===== src/rtl/alu_sched_pkg.sv =====
// -----------------------------------------------------------------------------
// alu_sched_pkg
// Shared definitions for the ALU operation scheduler and other units that
// share the combinational ALU.
//   OP_W     - width of the ALU function select
//   NUM_OPS  - number of ALU functions (one op_mask bit each)
//   state_e  - scheduler FSM states
//   alu_op_e - opcodes, in the order of the ALU result multiplexer inputs
// -----------------------------------------------------------------------------
package alu_sched_pkg;

  localparam int OP_W    = 4;
  localparam int NUM_OPS = 16;

  typedef enum logic [1:0] {
    IDLE = 2'd0,
    EXEC = 2'd1,
    RESP = 2'd2
  } state_e;

  typedef enum logic [OP_W-1:0] {
    OP_AND   = 4'd0,
    OP_OR    = 4'd1,
    OP_XOR   = 4'd2,
    OP_ADD   = 4'd3,
    OP_SUB   = 4'd4,
    OP_NAND  = 4'd5,
    OP_NOR   = 4'd6,
    OP_XNOR  = 4'd7,
    OP_SHL   = 4'd8,
    OP_SHR   = 4'd9,
    OP_SRA   = 4'd10,
    OP_ROL   = 4'd11,
    OP_ROR   = 4'd12,
    OP_PASSA = 4'd13,
    OP_PASSB = 4'd14,
    OP_NOTA  = 4'd15
  } alu_op_e;

endpackage


===== src/rtl/alu_op_scheduler_if.sv =====
// -----------------------------------------------------------------------------
// alu_op_scheduler_if
// Bundles the requester side and the ALU side of the scheduler.
//   master modport : system view (drives requests, op mask and ALU result)
//   slave modport  : scheduler view
// Signals:
//   req/req_op/req_a/req_b - per-requester request level, opcode, operands
//   op_mask                - bit k enables opcode k
//   grant/rsp_valid        - one-hot single-cycle pulses per requester
//   rsp_data/rsp_err       - response payload, held until the next response
//   alu_sel/alu_a/alu_b    - registered drive of the shared ALU
//   alu_result             - combinational ALU output
// -----------------------------------------------------------------------------
interface alu_op_scheduler_if
  import alu_sched_pkg::*;
#(
  parameter int WIDTH = 8,
  parameter int NREQ  = 4
);

  logic [NREQ-1:0]       req;
  logic [OP_W*NREQ-1:0]  req_op;
  logic [WIDTH*NREQ-1:0] req_a;
  logic [WIDTH*NREQ-1:0] req_b;
  logic [NUM_OPS-1:0]    op_mask;
  logic [NREQ-1:0]       grant;
  logic [NREQ-1:0]       rsp_valid;
  logic [WIDTH-1:0]      rsp_data;
  logic                  rsp_err;
  logic [OP_W-1:0]       alu_sel;
  logic [WIDTH-1:0]      alu_a;
  logic [WIDTH-1:0]      alu_b;
  logic [WIDTH-1:0]      alu_result;

  modport master (
    output req, req_op, req_a, req_b, op_mask, alu_result,
    input  grant, rsp_valid, rsp_data, rsp_err, alu_sel, alu_a, alu_b
  );

  modport slave (
    input  req, req_op, req_a, req_b, op_mask, alu_result,
    output grant, rsp_valid, rsp_data, rsp_err, alu_sel, alu_a, alu_b
  );

endinterface


===== src/rtl/alu_op_scheduler_rr_arbiter.sv =====
// -----------------------------------------------------------------------------
// rr_arbiter
// Purely combinational round-robin pick: the lowest-numbered active request
// at or above ptr wins; if none, the lowest-numbered active request overall.
//   req    - request levels
//   ptr    - highest-priority requester index
//   winner - one-hot winner, all zero when no request is active
// -----------------------------------------------------------------------------
module rr_arbiter #(
  parameter int NREQ  = 4,
  parameter int PTR_W = $clog2(NREQ)
) (
  input  logic [NREQ-1:0]  req,
  input  logic [PTR_W-1:0] ptr,
  output logic [NREQ-1:0]  winner
);

  logic [NREQ-1:0] at_or_above;
  logic [NREQ-1:0] req_hi;
  logic [NREQ-1:0] pick_src;

  for (genvar i = 0; i < NREQ; i++) begin : g_mask
    assign at_or_above[i] = (PTR_W'(i) >= ptr);
  end

  assign req_hi   = req & at_or_above;
  assign pick_src = (|req_hi) ? req_hi : req;
  // Isolate the lowest set bit (x & -x).
  assign winner   = pick_src & (~pick_src + NREQ'(1));

endmodule


===== src/rtl/alu_op_scheduler.sv =====
// -----------------------------------------------------------------------------
// alu_op_scheduler
// Shares one combinational ALU between NREQ requesters. Round-robin picks a
// winner in IDLE, its operands are registered onto the ALU for one EXEC cycle,
// the result is captured and returned in RESP. Opcodes disabled in op_mask
// skip EXEC and answer with rsp_err=1, rsp_data=0.
//   clk   - rising-edge clock
//   rst_n - synchronous active-low reset
//   bus   - alu_op_scheduler_if.slave (requests, responses, ALU drive)
// -----------------------------------------------------------------------------
module alu_op_scheduler
  import alu_sched_pkg::*;
#(
  parameter int WIDTH = 8,
  parameter int NREQ  = 4
) (
  input  logic              clk,
  input  logic              rst_n,
  alu_op_scheduler_if.slave bus
);

  localparam int PTR_W = $clog2(NREQ);

  state_e            state_q, state_d;
  logic [PTR_W-1:0]  ptr_q, ptr_d;
  logic [PTR_W-1:0]  win_idx_q, win_idx_d;
  logic [NREQ-1:0]   grant_q, grant_d;
  logic [NREQ-1:0]   rsp_valid_q, rsp_valid_d;
  logic [WIDTH-1:0]  rsp_data_q, rsp_data_d;
  logic              rsp_err_q, rsp_err_d;
  logic [OP_W-1:0]   alu_sel_q, alu_sel_d;
  logic [WIDTH-1:0]  alu_a_q, alu_a_d;
  logic [WIDTH-1:0]  alu_b_q, alu_b_d;

  logic [NREQ-1:0]             arb_oh;
  logic [PTR_W-1:0]            arb_idx;
  logic [PTR_W-1:0][NREQ-1:0]  enc_mask;
  logic [OP_W-1:0]             op_slot [NREQ];
  logic [WIDTH-1:0]            a_slot  [NREQ];
  logic [WIDTH-1:0]            b_slot  [NREQ];

  rr_arbiter #(.NREQ(NREQ), .PTR_W(PTR_W)) u_arb (
    .req    (bus.req),
    .ptr    (ptr_q),
    .winner (arb_oh)
  );

  // Slice the flat request buses per requester and build the constant masks
  // used to encode the one-hot winner into an index.
  for (genvar i = 0; i < NREQ; i++) begin : g_slot
    assign op_slot[i] = bus.req_op[i*OP_W +: OP_W];
    assign a_slot[i]  = bus.req_a[i*WIDTH +: WIDTH];
    assign b_slot[i]  = bus.req_b[i*WIDTH +: WIDTH];
    for (genvar j = 0; j < PTR_W; j++) begin : g_enc
      assign enc_mask[j][i] = ((i >> j) & 1) != 0;
    end
  end

  for (genvar j = 0; j < PTR_W; j++) begin : g_idx
    assign arb_idx[j] = |(arb_oh & enc_mask[j]);
  end

  always_comb begin
    // NOTE: every _d gets a default first so no path leaves a signal
    // unassigned; that is what keeps this block free of inferred latches.
    state_d     = state_q;
    ptr_d       = ptr_q;
    win_idx_d   = win_idx_q;
    grant_d     = '0;
    rsp_valid_d = '0;
    rsp_data_d  = rsp_data_q;
    rsp_err_d   = rsp_err_q;
    alu_sel_d   = alu_sel_q;
    alu_a_d     = alu_a_q;
    alu_b_d     = alu_b_q;

    case (state_q)
      IDLE: begin
        if (|bus.req) begin
          grant_d   = arb_oh;
          win_idx_d = arb_idx;
          if (bus.op_mask[op_slot[arb_idx]]) begin
            // ALU drive only changes for ops that will execute, so a masked
            // op leaves the ALU inputs untouched.
            alu_sel_d = op_slot[arb_idx];
            alu_a_d   = a_slot[arb_idx];
            alu_b_d   = b_slot[arb_idx];
            state_d   = EXEC;
          end else begin
            // Masked: the grant cycle doubles as the response cycle.
            rsp_valid_d = arb_oh;
            rsp_data_d  = '0;
            rsp_err_d   = 1'b1;
            state_d     = RESP;
          end
        end
      end
      EXEC: begin
        rsp_valid_d = grant_q;
        rsp_data_d  = bus.alu_result;
        rsp_err_d   = 1'b0;
        state_d     = RESP;
      end
      RESP: begin
        ptr_d   = (win_idx_q == PTR_W'(NREQ - 1)) ? '0 : win_idx_q + PTR_W'(1);
        state_d = IDLE;
      end
      default: state_d = IDLE;
    endcase
  end

  always_ff @(posedge clk) begin
    // NOTE: state registers use non-blocking assignments so every flop
    // samples its _d value from before this edge, independent of order.
    if (!rst_n) begin
      state_q     <= IDLE;
      ptr_q       <= '0;
      win_idx_q   <= '0;
      grant_q     <= '0;
      rsp_valid_q <= '0;
      rsp_data_q  <= '0;
      rsp_err_q   <= 1'b0;
      alu_sel_q   <= '0;
      alu_a_q     <= '0;
      alu_b_q     <= '0;
    end else begin
      state_q     <= state_d;
      ptr_q       <= ptr_d;
      win_idx_q   <= win_idx_d;
      grant_q     <= grant_d;
      rsp_valid_q <= rsp_valid_d;
      rsp_data_q  <= rsp_data_d;
      rsp_err_q   <= rsp_err_d;
      alu_sel_q   <= alu_sel_d;
      alu_a_q     <= alu_a_d;
      alu_b_q     <= alu_b_d;
    end
  end

  assign bus.grant     = grant_q;
  assign bus.rsp_valid = rsp_valid_q;
  assign bus.rsp_data  = rsp_data_q;
  assign bus.rsp_err   = rsp_err_q;
  assign bus.alu_sel   = alu_sel_q;
  assign bus.alu_a     = alu_a_q;
  assign bus.alu_b     = alu_b_q;

endmodule


===== src/flat_wrapper.sv =====
// flat-port wrapper written by rule: the top's interface ports become plain ports
module alu_op_scheduler_flat import alu_sched_pkg::*;
#(
  parameter int WIDTH = 8,
  parameter int NREQ  = 4
)
  (clk, rst_n, bus_req, bus_req_op, bus_req_a, bus_req_b, bus_op_mask, bus_alu_result, bus_grant, bus_rsp_valid, bus_rsp_data, bus_rsp_err, bus_alu_sel, bus_alu_a, bus_alu_b);
  alu_op_scheduler_if #(.WIDTH(WIDTH), .NREQ(NREQ)) bus_i ();
  input  logic clk;
  input  logic rst_n;
  input wire logic [$bits(bus_i.req)-1:0] bus_req;
  input wire logic [$bits(bus_i.req_op)-1:0] bus_req_op;
  input wire logic [$bits(bus_i.req_a)-1:0] bus_req_a;
  input wire logic [$bits(bus_i.req_b)-1:0] bus_req_b;
  input wire logic [$bits(bus_i.op_mask)-1:0] bus_op_mask;
  input wire logic [$bits(bus_i.alu_result)-1:0] bus_alu_result;
  output wire logic [$bits(bus_i.grant)-1:0] bus_grant;
  output wire logic [$bits(bus_i.rsp_valid)-1:0] bus_rsp_valid;
  output wire logic [$bits(bus_i.rsp_data)-1:0] bus_rsp_data;
  output wire logic [$bits(bus_i.rsp_err)-1:0] bus_rsp_err;
  output wire logic [$bits(bus_i.alu_sel)-1:0] bus_alu_sel;
  output wire logic [$bits(bus_i.alu_a)-1:0] bus_alu_a;
  output wire logic [$bits(bus_i.alu_b)-1:0] bus_alu_b;
  assign bus_i.req = bus_req;
  assign bus_i.req_op = bus_req_op;
  assign bus_i.req_a = bus_req_a;
  assign bus_i.req_b = bus_req_b;
  assign bus_i.op_mask = bus_op_mask;
  assign bus_i.alu_result = bus_alu_result;
  assign bus_grant = bus_i.grant;
  assign bus_rsp_valid = bus_i.rsp_valid;
  assign bus_rsp_data = bus_i.rsp_data;
  assign bus_rsp_err = bus_i.rsp_err;
  assign bus_alu_sel = bus_i.alu_sel;
  assign bus_alu_a = bus_i.alu_a;
  assign bus_alu_b = bus_i.alu_b;
  alu_op_scheduler #(.WIDTH(WIDTH), .NREQ(NREQ)) u_core (.clk(clk), .rst_n(rst_n), .bus(bus_i));
endmodule

===== config.mk =====
export PLATFORM = sky130hd
export DESIGN_NAME = alu_op_scheduler_flat
export DESIGN_NICKNAME = d
export VERILOG_FILES = /design/src/rtl/alu_sched_pkg.sv /design/src/rtl/alu_op_scheduler_if.sv /design/src/rtl/alu_op_scheduler_rr_arbiter.sv /design/src/rtl/alu_op_scheduler.sv /design/src/flat_wrapper.sv
export SDC_FILE = /design/constraint.sdc
export NUM_CORES = 1
export LEC_CHECK = 0
export BUFFER_PORTS_ARGS = -buffer_cell sky130_fd_sc_hd__buf_2
export CORE_ASPECT_RATIO = 1.5
export CORE_MARGIN = 5
export CORE_UTILIZATION = 49
export CTS_CLUSTER_DIAMETER = 150
export DETAILED_ROUTE_END_ITERATION = 8
export GPL_TIMING_DRIVEN = 0
export PLACE_DENSITY = 0.87
export SYNTH_ARGS = -nofsm -noshare
export SYNTH_HDL_FRONTEND = slang
export SYNTH_SLANG_ARGS = --single-unit

===== constraint.sdc =====
create_clock -name clk -period 6.5 [get_ports clk]
set_input_delay 1.3 -clock clk [delete_from_list [all_inputs] [get_ports clk]]
set_output_delay 1.3 -clock clk [all_outputs]
set_load 0.02 [all_outputs]

# == After elaboration in Yosys (flattened, before gate mapping) ==
# Index checks and enable logic that the tools add are counted.
# op_classes
addsub,2
mul,0
bitwise,4
magnitude_cmp,6
muxes,25
div,0
eq_ne,5
n_reduce_logical,10
shifts,0
# ops
op,count
two-way mux 8 bit,6
binary-select mux 8 bit (select 2 bit),2
two-way mux 4 bit,5
one-hot mux 8 bit (2 select lines),1
AND reduction 3 bit,3
AND 4 bit,2
binary-select mux 4 bit (select 2 bit),1
one-hot mux 4 bit (2 select lines),1
OR reduction 4 bit,2
two-way mux 2 bit,3
"less-than comparator 4 x 5 -> 1 bit, second input constant",1
"adder 4 x 1 -> 4 bit, second input constant",1
binary-select mux 1 bit (select 4 bit),1
"== test 2 bit, second input constant",2
">= comparator 1 x 2 -> 1 bit, first input constant",2
">= comparator 2 bit, first input constant",2
NOT 4 bit,1
one-hot mux 2 bit (2 select lines),1
OR reduction 2 bit,2
">= comparator 3 bit, second input constant",1
two-way mux 1 bit,3
NOT 2 -> 3 bit,1
"adder 2 x 1 -> 2 bit, second input constant",1
"== test 2 x 1 -> 1 bit, second input constant",1
6 further kinds,6
# totals
ff_bits,43
rom_bits,0
latch_bits,0
inputBits,110
word_cells,62
mem_count,0
mem_bits_rw,0
out_inout_bits,37

# == Logic depth before layout (Yosys ltp) ==
# Gate-level depths: netlist of the first run.
# depth
ltp_word,17
mapped_depth,13
depth_no_buf,10

# == Hierarchy ==
# From an unflattened synthesis of the first run, not the netlist that was laid out.
# unflattened
cells_unflattened,304
area_unflattened_um2,2568.7
# modules_own_cells
mod,n_inst,area_each_um2,cells_per_inst,seq_area_each_um2
alu_op_scheduler,1,2461.1,288,860.8
rr_arbiter,1,107.6,16,0.0

# == Worst setup path after synthesis of the first run ==
# Ideal clock, no wire load.
# synth_path
kind,input-to-reg
startpoint,input bus_req[2]
endpoint,register u_core.alu_b_q[0] (netlist: u_core.bus.alu_b[0])
arrival_ps,3449
setup_slack_ps,2980
required_ps,6428
stages,12
n_path_buf,2
setup_ps,72
path_cell_list,nor2b_1 a211o_1 and2_4 buf_6 a211oi_4 nor2_4 mux2i_1 mux2i_1 a211o_1 nand3_2 buf_6 mux2i_1
# synth_via
elab_chain_cells,14
word_cells_on_any_way,19
cone_classes,1 x add/sub; 9 x mux; 4 x bitwise; 5 x reduce/logical
# synth_lines
item,line,rtl
start: declaration,flat_wrapper.sv:11,input wire logic [$bits(bus_i.req)-1:0] bus_req;
AND 4 bit,alu_op_scheduler_rr_arbiter.sv:26,assign req_hi = req & at_or_above;
OR reduction 4 bit,alu_op_scheduler_rr_arbiter.sv:27,assign pick_src = (|req_hi) ? req_hi : req;
two-way mux 4 bit,alu_op_scheduler_rr_arbiter.sv:27,
NOT 4 bit,alu_op_scheduler_rr_arbiter.sv:29,assign winner = pick_src & (~pick_src + NREQ'(1));
adder 4 x 1 -> 4 bit,alu_op_scheduler_rr_arbiter.sv:29,
AND 4 bit,alu_op_scheduler_rr_arbiter.sv:29,
OR reduction 2 bit,alu_op_scheduler.sv:60,assign arb_idx[j] = |(arb_oh & enc_mask[j]);
NOT 2 -> 3 bit (implied by the code),"alu_op_scheduler.sv:82, alu_op_scheduler.sv:87",
binary-select mux 4 bit (select 2 bit),alu_op_scheduler.sv:82,if (bus.op_mask[op_slot[arb_idx]]) begin
two-way mux 4 bit (implied by the code) (2 in series),alu_op_scheduler.sv:82,
binary-select mux 1 bit (select 4 bit),alu_op_scheduler.sv:82,
two-way mux 1 bit (implied by the code),alu_op_scheduler.sv:82,
AND reduction 3 bit (no source line),n/a,
end signal: assignment,alu_op_scheduler.sv:136,alu_b_q <= alu_b_d;
end: declaration,alu_op_scheduler.sv:33,"logic [WIDTH-1:0] alu_b_q, alu_b_d;"
# Parallel ways exist; a longest one is shown, timed or not. The select of a mux whose other input is x is not followed.
# A chain may end at the register's enable or synchronous reset.

# == Worst setup path in the final report of the first run ==
# layout_path
startpoint,input bus_req[2]
endpoint,register u_core.alu_sel_q[0] (netlist: u_core.bus.alu_sel[0])
# layout_via
elab_chain_cells,14
word_cells_on_any_way,16
cone_classes,1 x add/sub; 6 x mux; 4 x bitwise; 5 x reduce/logical
# layout_lines
item,line,rtl
AND 4 bit,alu_op_scheduler_rr_arbiter.sv:26,
OR reduction 4 bit,alu_op_scheduler_rr_arbiter.sv:27,
two-way mux 4 bit,alu_op_scheduler_rr_arbiter.sv:27,
NOT 4 bit,alu_op_scheduler_rr_arbiter.sv:29,
adder 4 x 1 -> 4 bit,alu_op_scheduler_rr_arbiter.sv:29,
AND 4 bit,alu_op_scheduler_rr_arbiter.sv:29,
OR reduction 2 bit,alu_op_scheduler.sv:60,
NOT 2 -> 3 bit (implied by the code),"alu_op_scheduler.sv:82, alu_op_scheduler.sv:85",
binary-select mux 4 bit (select 2 bit),"alu_op_scheduler.sv:82, alu_op_scheduler.sv:85",
two-way mux 4 bit (implied by the code) (2 in series),"alu_op_scheduler.sv:82, alu_op_scheduler.sv:85",
binary-select mux 1 bit (select 4 bit),alu_op_scheduler.sv:82,
two-way mux 1 bit (implied by the code),alu_op_scheduler.sv:82,
AND reduction 3 bit (no source line),n/a,
end signal: assignment,alu_op_scheduler.sv:134,alu_sel_q <= alu_sel_d;
end: declaration,alu_op_scheduler.sv:31,"logic [OP_W-1:0] alu_sel_q, alu_sel_d;"
# Parallel ways exist; a longest one is shown, timed or not. The select of a mux whose other input is x is not followed.

==> out/results.ini, run 1 <==
[critical_path]
cp_max_fo = 10
startpoint_type = input pin
critical_path_depth = 12
critPathKind = input pin to flip-flop
cp_top_family = compound AO/OA/AOI/OAI gates
slowest_stage = a21boi_0
arrival_ns = 3.95
crit_path_end_kind = flip-flop
path_buf_inv = 2
cp_cell_sequence = buf_2 > nor2b_1 > a211o_1 > a21boi_0 > a211oi_4 > nor2_4 > mux2i_1 > mux2i_1 > a211o_1 > nand3_2 > buf_6 > mux2i_1
path_common_cell = mux2i_1
max_stage_delay_ns = 0.41
r2r_cells = 11
crit_required_ns = 6.72

[synth]
synth_top_area_share = 0.3199
synthTopCellsByArea = dfxtp_1 32%, mux2i_1 19%, mux2_2 7.9%, nand2_1 7.3%, o211ai_1 4.5%
seq_area_frac_synth = 0.3199
synthFlopType = dfxtp_1
synth.distinct_cells = 42
ys_top_cells_by_count = 52 x mux2i_1, 52 x nand2_1, 43 x dfxtp_1, 19 x mux2_2, 16 x o211ai_1
synthCells = 303
async_flop_share = 0
ys_ff_latch = 43
ys_warn_count = 0
synth_fp_nets = 414
synth.avg_cell_area_sq_um = 8.882
netlist_area_sq_um = 2691
synth_area_leader_cell = dfxtp_1
synth_enable_flop_cells = 0

[placement]
place_inst = 519
portBuffers = 146
gp_congestion = 0.8677
dp_hpwl_microns = 6563

[cts]
holdBufCountCts = 0
clock_latency_ns = 0.29
cts_tree = done
numCtsBuffers = 5
postCtsSetupRepairBufs = 0
cts_resized = 0
cts_sinks = 43
clk_pin_slew_ns = 0.08
cts-root-buf = clkbuf_8
cts_buffer_depth = 2
ctsHtreeMaxLevel = 2

[cells_and_area]
drive_gt1_frac = 0.4070
postLayoutCoreUtil = 0.6639
area_delta_synth_final_pct = 33.43
final_nets = 567
antennaDiodeCount = 0
final_cells = 527

[sta]
period_share = 0.5745
slew_headroom = 0.5027
fin_hold_ws_ns = 0.4547
tns_ns = 0
fmax_mhz = 267.8
post-route-min-period_ns = 3.734
hold_viol = 0
setup_viol = 0
grt_setup_unrepaired = no
worst_pin_slew_ns = 0.7459
timing.clock.skew_ns = 0.01037
slew_violations = 0

[floorplan]
io_pins = 147
fp-row-count = 33
start_util = 0.4976
core_sq_um = 5409
fp.dieW_microns = 70.51
die_h_microns = 100.8
die_area_sq_um = 7105

[detailed_routing]
highest_layer = met4
drc = 0
drt_pass1_iterations = 4
wl_met1_microns = 2820
wl_per_cell_microns = 15.07
wl_met2_microns = 4388
finalWirelength_microns = 7941
antenna_left = 0
dr_wl_met3_microns = 530
initialDrtViolationCount = 96
num_vias = 2842
viasPerCell = 5.393

[global_route]
grt_remaining_overflow = 0
grtUsageTotal = 0.2197
grt_pass1_wl_microns = 12790
antenna_found_initial = 0
grt_max_degree = 13
grt_pass1_vias = 2964

[power]
worst_ir_drop_vdd_mv = 0.2153
power.leakage_uw = 0.001745
cellPowerDensity_nw_per_um2 = 362.7
total_power_uw = 1302

[run_status]
outcome = finished, final reports clean

[min_path]
hold_path.class = flip-flop to flip-flop
min_path_cells = 2

[run]
drv_cap = 0

layer usage:
layer,track usage,vias up
li1,-,1416
met5,0,-
met3,0.05489,19
met1,0.2192,1302
met2,0.4300,105
met4,0.07817,0
report_power, final:
| part | internal [uW] | switching [uW] |
|---|---|---|
| clock | 75.5 | 86.9 |
| combinational | 306 | 426 |
| sequential | 353 | 55.4 |
| total | 734 | 568 |
final cells by class:
type	instances	area (sq um)
Fill cell	475	1818
Multi-Input combinational cell	237	1705
Sequential cell	43	860.8
Timing Repair Buffer	146	730.7
Buffer	21	117.6
Tap cell	70	87.58
Clock buffer	7	76.32
Inverter	2	7.507
Clock inverter	1	5.005
sequential cells by signal, summed over array words and instances, names as in the netlist:
| register | flops |
|---|---|
| u_core.bus.alu_sel | 4 |
| u_core.win_idx_q | 2 |
| u_core.bus.rsp_err | 1 |
| u_core.bus.alu_a | 8 |
| u_core.bus.alu_b | 8 |
| u_core.bus.rsp_valid | 4 |
| u_core.bus.rsp_data | 8 |
| u_core.state_q | 2 |
| u_core.bus.grant | 4 |
| u_core.ptr_q | 2 |
tightest hold or removal path: stages (launching register included):
cell and delay [ns]:
dfxtp_1 0.31, nand2_1 0.05, mux2i_1 0.05
path summary, 6_finish.rpt:
kind / start / end / slack [ns]
worst max-delay path: bus_req[2] / u_core.bus.alu_sel[0] / 2.77
worst min-delay path: u_core.bus.alu_b[3] / u_core.bus.alu_b[3] / 0.45
worst max register to register: u_core.ptr_q[0] / u_core.bus.alu_sel[0] / 3.52
worst min register to register: u_core.bus.alu_b[3] / u_core.bus.alu_b[3] / 0.45
cells in the final DEF, fill, tap and decap left out, types with 2 or more instances in the layout:
master	instances
a211o_1	4
a21boi_0	3
a21oi_1	3
a31o_1	2
a32o_1	4
a32oi_1	8
and2_1	4
and3_1	6
buf_1	3
buf_2	147
buf_4	3
buf_6	2
clkbuf_1	13
clkbuf_8	5
dfxtp_1	43
inv_1	2
mux2_2	19
mux2i_1	52
nand2_1	52
nand3_1	12
nor2_1	9
nor2b_1	6
nor3_1	3
o211ai_1	16
o21a_1	2
o21ai_0	15
o221a_2	2
kinds of logic after synthesis:
family                   count (synthesis)  share of synthesized area
adder cells (fa/ha/maj)                  1                   0.004648
AND/OR/NAND/NOR                         98                     0.1683
flip-flops                              43                     0.3199
buffers and inverters                   23                    0.04649
AO/OA/AOI/OAI                           67                     0.1878
multiplexers                            71                     0.2729
stage by stage:
step | setup slack [ns] | instance area, sq um
6_report | 2.766 | 3591
5_1_grt | 2.638 | 3591
4_1_cts | 2.767 | 3591
3_5_place_dp | 2.493 | 3510
3_3_place_gp | 2.597 | 3510
2_1_floorplan | 2.980 | 2691
No activity file was read; power rests on OpenSTA's default activity.
==> inputs of run 2 (changes only) <==
CORE_UTILIZATION = 45   (was 49)
PLACE_DENSITY = 0.81   (was 0.87)
clock period = 3.7 ns   (was 6.5 ns; I/O delays follow)
==> out/results.ini, run 2 (synthesis results as in run 1) <==
[floorplan]
fp.dieW_microns = 73.15
start_util = 0.4618
fp-row-count = 34
die_area_sq_um = 7659
core_sq_um = 5828
die_h_microns = 104.7
io_pins = 147

[power]
cellPowerDensity_nw_per_um2 = 633.2
p_sw_frac = 0.4348
pwr-share-seq = 0.316
p_int_uw = 1283
p_sw_uw = 986.9
worst_ir_drop_vdd_mv = 0.3231
p_clk_frac = 0.120
share_comb_of_total_power = 0.564
power.leakage_uw = 0.001740

[sta]
fmax_mhz = 323.3
setup_viol = 0
grt_setup_unrepaired = no
worst_pin_slew_ns = 0.7226
slew_violations = 0
period_share = 0.8360
hold_viol = 0
setup_ws_ns = 0.6068
slew_headroom = 0.5183
post-route-min-period_ns = 3.093
timing.clock.skew_ns = 0.002717
tns_ns = 0

[critical_path]
rr_endpoint = u_core.bus.alu_sel[2]
cp_max_fo = 10
startpoint_type = input pin
path_common_cell = mux2i_1
r2r_cells = 12
path_buf_inv = 2
crit_path_end_kind = flip-flop
critPathKind = input pin to flip-flop
arrival_ns = 3.31
rrSetupSlack_ns = 0.80
max_stage_delay_ns = 0.41
cp_cell_sequence = buf_2 > nor2b_1 > a211o_1 > a21boi_0 > a211oi_4 > nor2_4 > mux2i_1 > mux2i_1 > a211o_1 > nand3_2 > buf_6 > mux2i_1
crit_required_ns = 3.92
r2r-start = u_core.ptr_q[1]
cp_top_family = compound AO/OA/AOI/OAI gates
slowest_stage = a21boi_0

[detailed_routing]
finalWirelength_microns = 7866
initialDrtViolationCount = 107
wl_per_cell_microns = 14.93
drt_pass1_iterations = 4
drc = 0
viasPerCell = 5.345
num_vias = 2817
antenna_left = 0

[min_path]
min_from = u_core.bus.alu_a[4]
min_path_cells = 2
min_to = u_core.bus.alu_a[4]
hold_path.class = flip-flop to flip-flop

[run_status]
outcome = finished, final reports clean

[cts]
cts_resized = 0
clock_latency_ns = 0.29
ctsHtreeMaxLevel = 2
cts_buffer_depth = 2
cts_tree = done
holdBufCountCts = 0
cts-root-buf = clkbuf_8
postCtsSetupRepairBufs = 0
clk_pin_slew_ns = 0.07
numCtsBuffers = 5
cts_sinks = 43

[placement]
pre_cts_ws_ns = 0.2933
portBuffers = 146
gp_congestion = 0.8610
dp_hpwl_microns = 6528

[run]
drv_cap = 0

[cells_and_area]
final_common_cell = buf_2
regArea_sq_um = 860.8
fillers = 499
final_nets = 567
drive_gt1_frac = 0.4066
area_delta_synth_final_pct = 33.19
final_cell_mix = 147 x buf_2, 52 x mux2i_1, 52 x nand2_1
multi_input_area_sq_um = 1705
antennaDiodeCount = 0

[global_route]
grt_pass1_vias = 2911
antenna_found_initial = 0
grt_remaining_overflow = 0
grt_pass1_wl_microns = 12650
grtUsageTotal = 0.2038
grt_max_degree = 12

## run 2: cell types whose count changed in the layout (fill, tap and decap cells not counted)
cell / before / now
clkinv_2: 1 / 0
clkbuf_1: 13 / 12
## run 2: worst register-to-register path, delay by kind of cell, from the launching register on
family | cells | cell delay (ns)
flip-flops | 1 | 0.46
AND/OR/NAND/NOR | 4 | 0.66
AO/OA/AOI/OAI | 2 | 0.50
multiplexers | 3 | 0.70
buffers and inverters | 3 | 0.51
## run 2: layer usage
metal	up-vias	wire [microns]	part of all wire	GRT usage
li1	1410	-	-	-
met1	1281	2765	0.35	0.2076
met2	108	4313	0.55	0.3809
met3	18	602	0.077	0.05860
met4	0	184	0.023	0.06860
met5	-	0	0	0
## run 2: area by class of cell
cell class,count,share of cell area
multi-input cells,237,0.4757
flip-flops and latches,43,0.2401
repair buffers,146,0.2038
plain buffers,21,0.03281
well taps,72,0.02513
clock buffers,6,0.02024
inverters,2,0.002094
## run 2: power by group through the flow
stage | Combinational, uW | Clock, uW | Sequential, uW
final | 1280 | 272 | 717
after floorplan | 761 | 0 | 875
after CTS | 1290 | 282 | 717
after global placement | 1270 | 0 | 717
after detailed placement | 1290 | 0 | 722
after global routing | 1400 | 301 | 737
## run 2: worst max-delay path by stage
stage               cells after the start  slack, ns       start               endpoint
global placement                       13       0.35  bus_req[2]      u_core.state_q[1]
floorplan                              12       0.74  bus_req[2]    u_core.bus.alu_b[0]
detailed placement                     12       0.29  bus_req[2]    u_core.bus.alu_b[4]
global route                           12       0.43  bus_req[2]    u_core.bus.alu_b[4]
CTS                                    12       0.59  bus_req[2]    u_core.bus.alu_b[2]
finish                                 12       0.61  bus_req[2]  u_core.bus.alu_sel[2]
## run 2: per-stage QoR
step / hold WS, ns / utilization / instance area, sq um / power [uW] / cells
after detailed placement: 0.4551 / 0.6026 / 3512 / 2014 / 521
after global placement: 0.4424 / 0.6026 / 3512 / 1984 / 521
after CTS: 0.4651 / 0.6151 / 3585 / 2292 / 527
final: 0.4587 / 0.6151 / 3585 / 2270 / 527
after global routing: 0.4918 / 0.6151 / 3585 / 2436 / 527
after floorplan: 0.4611 / - / 2691 / 1636 / 303
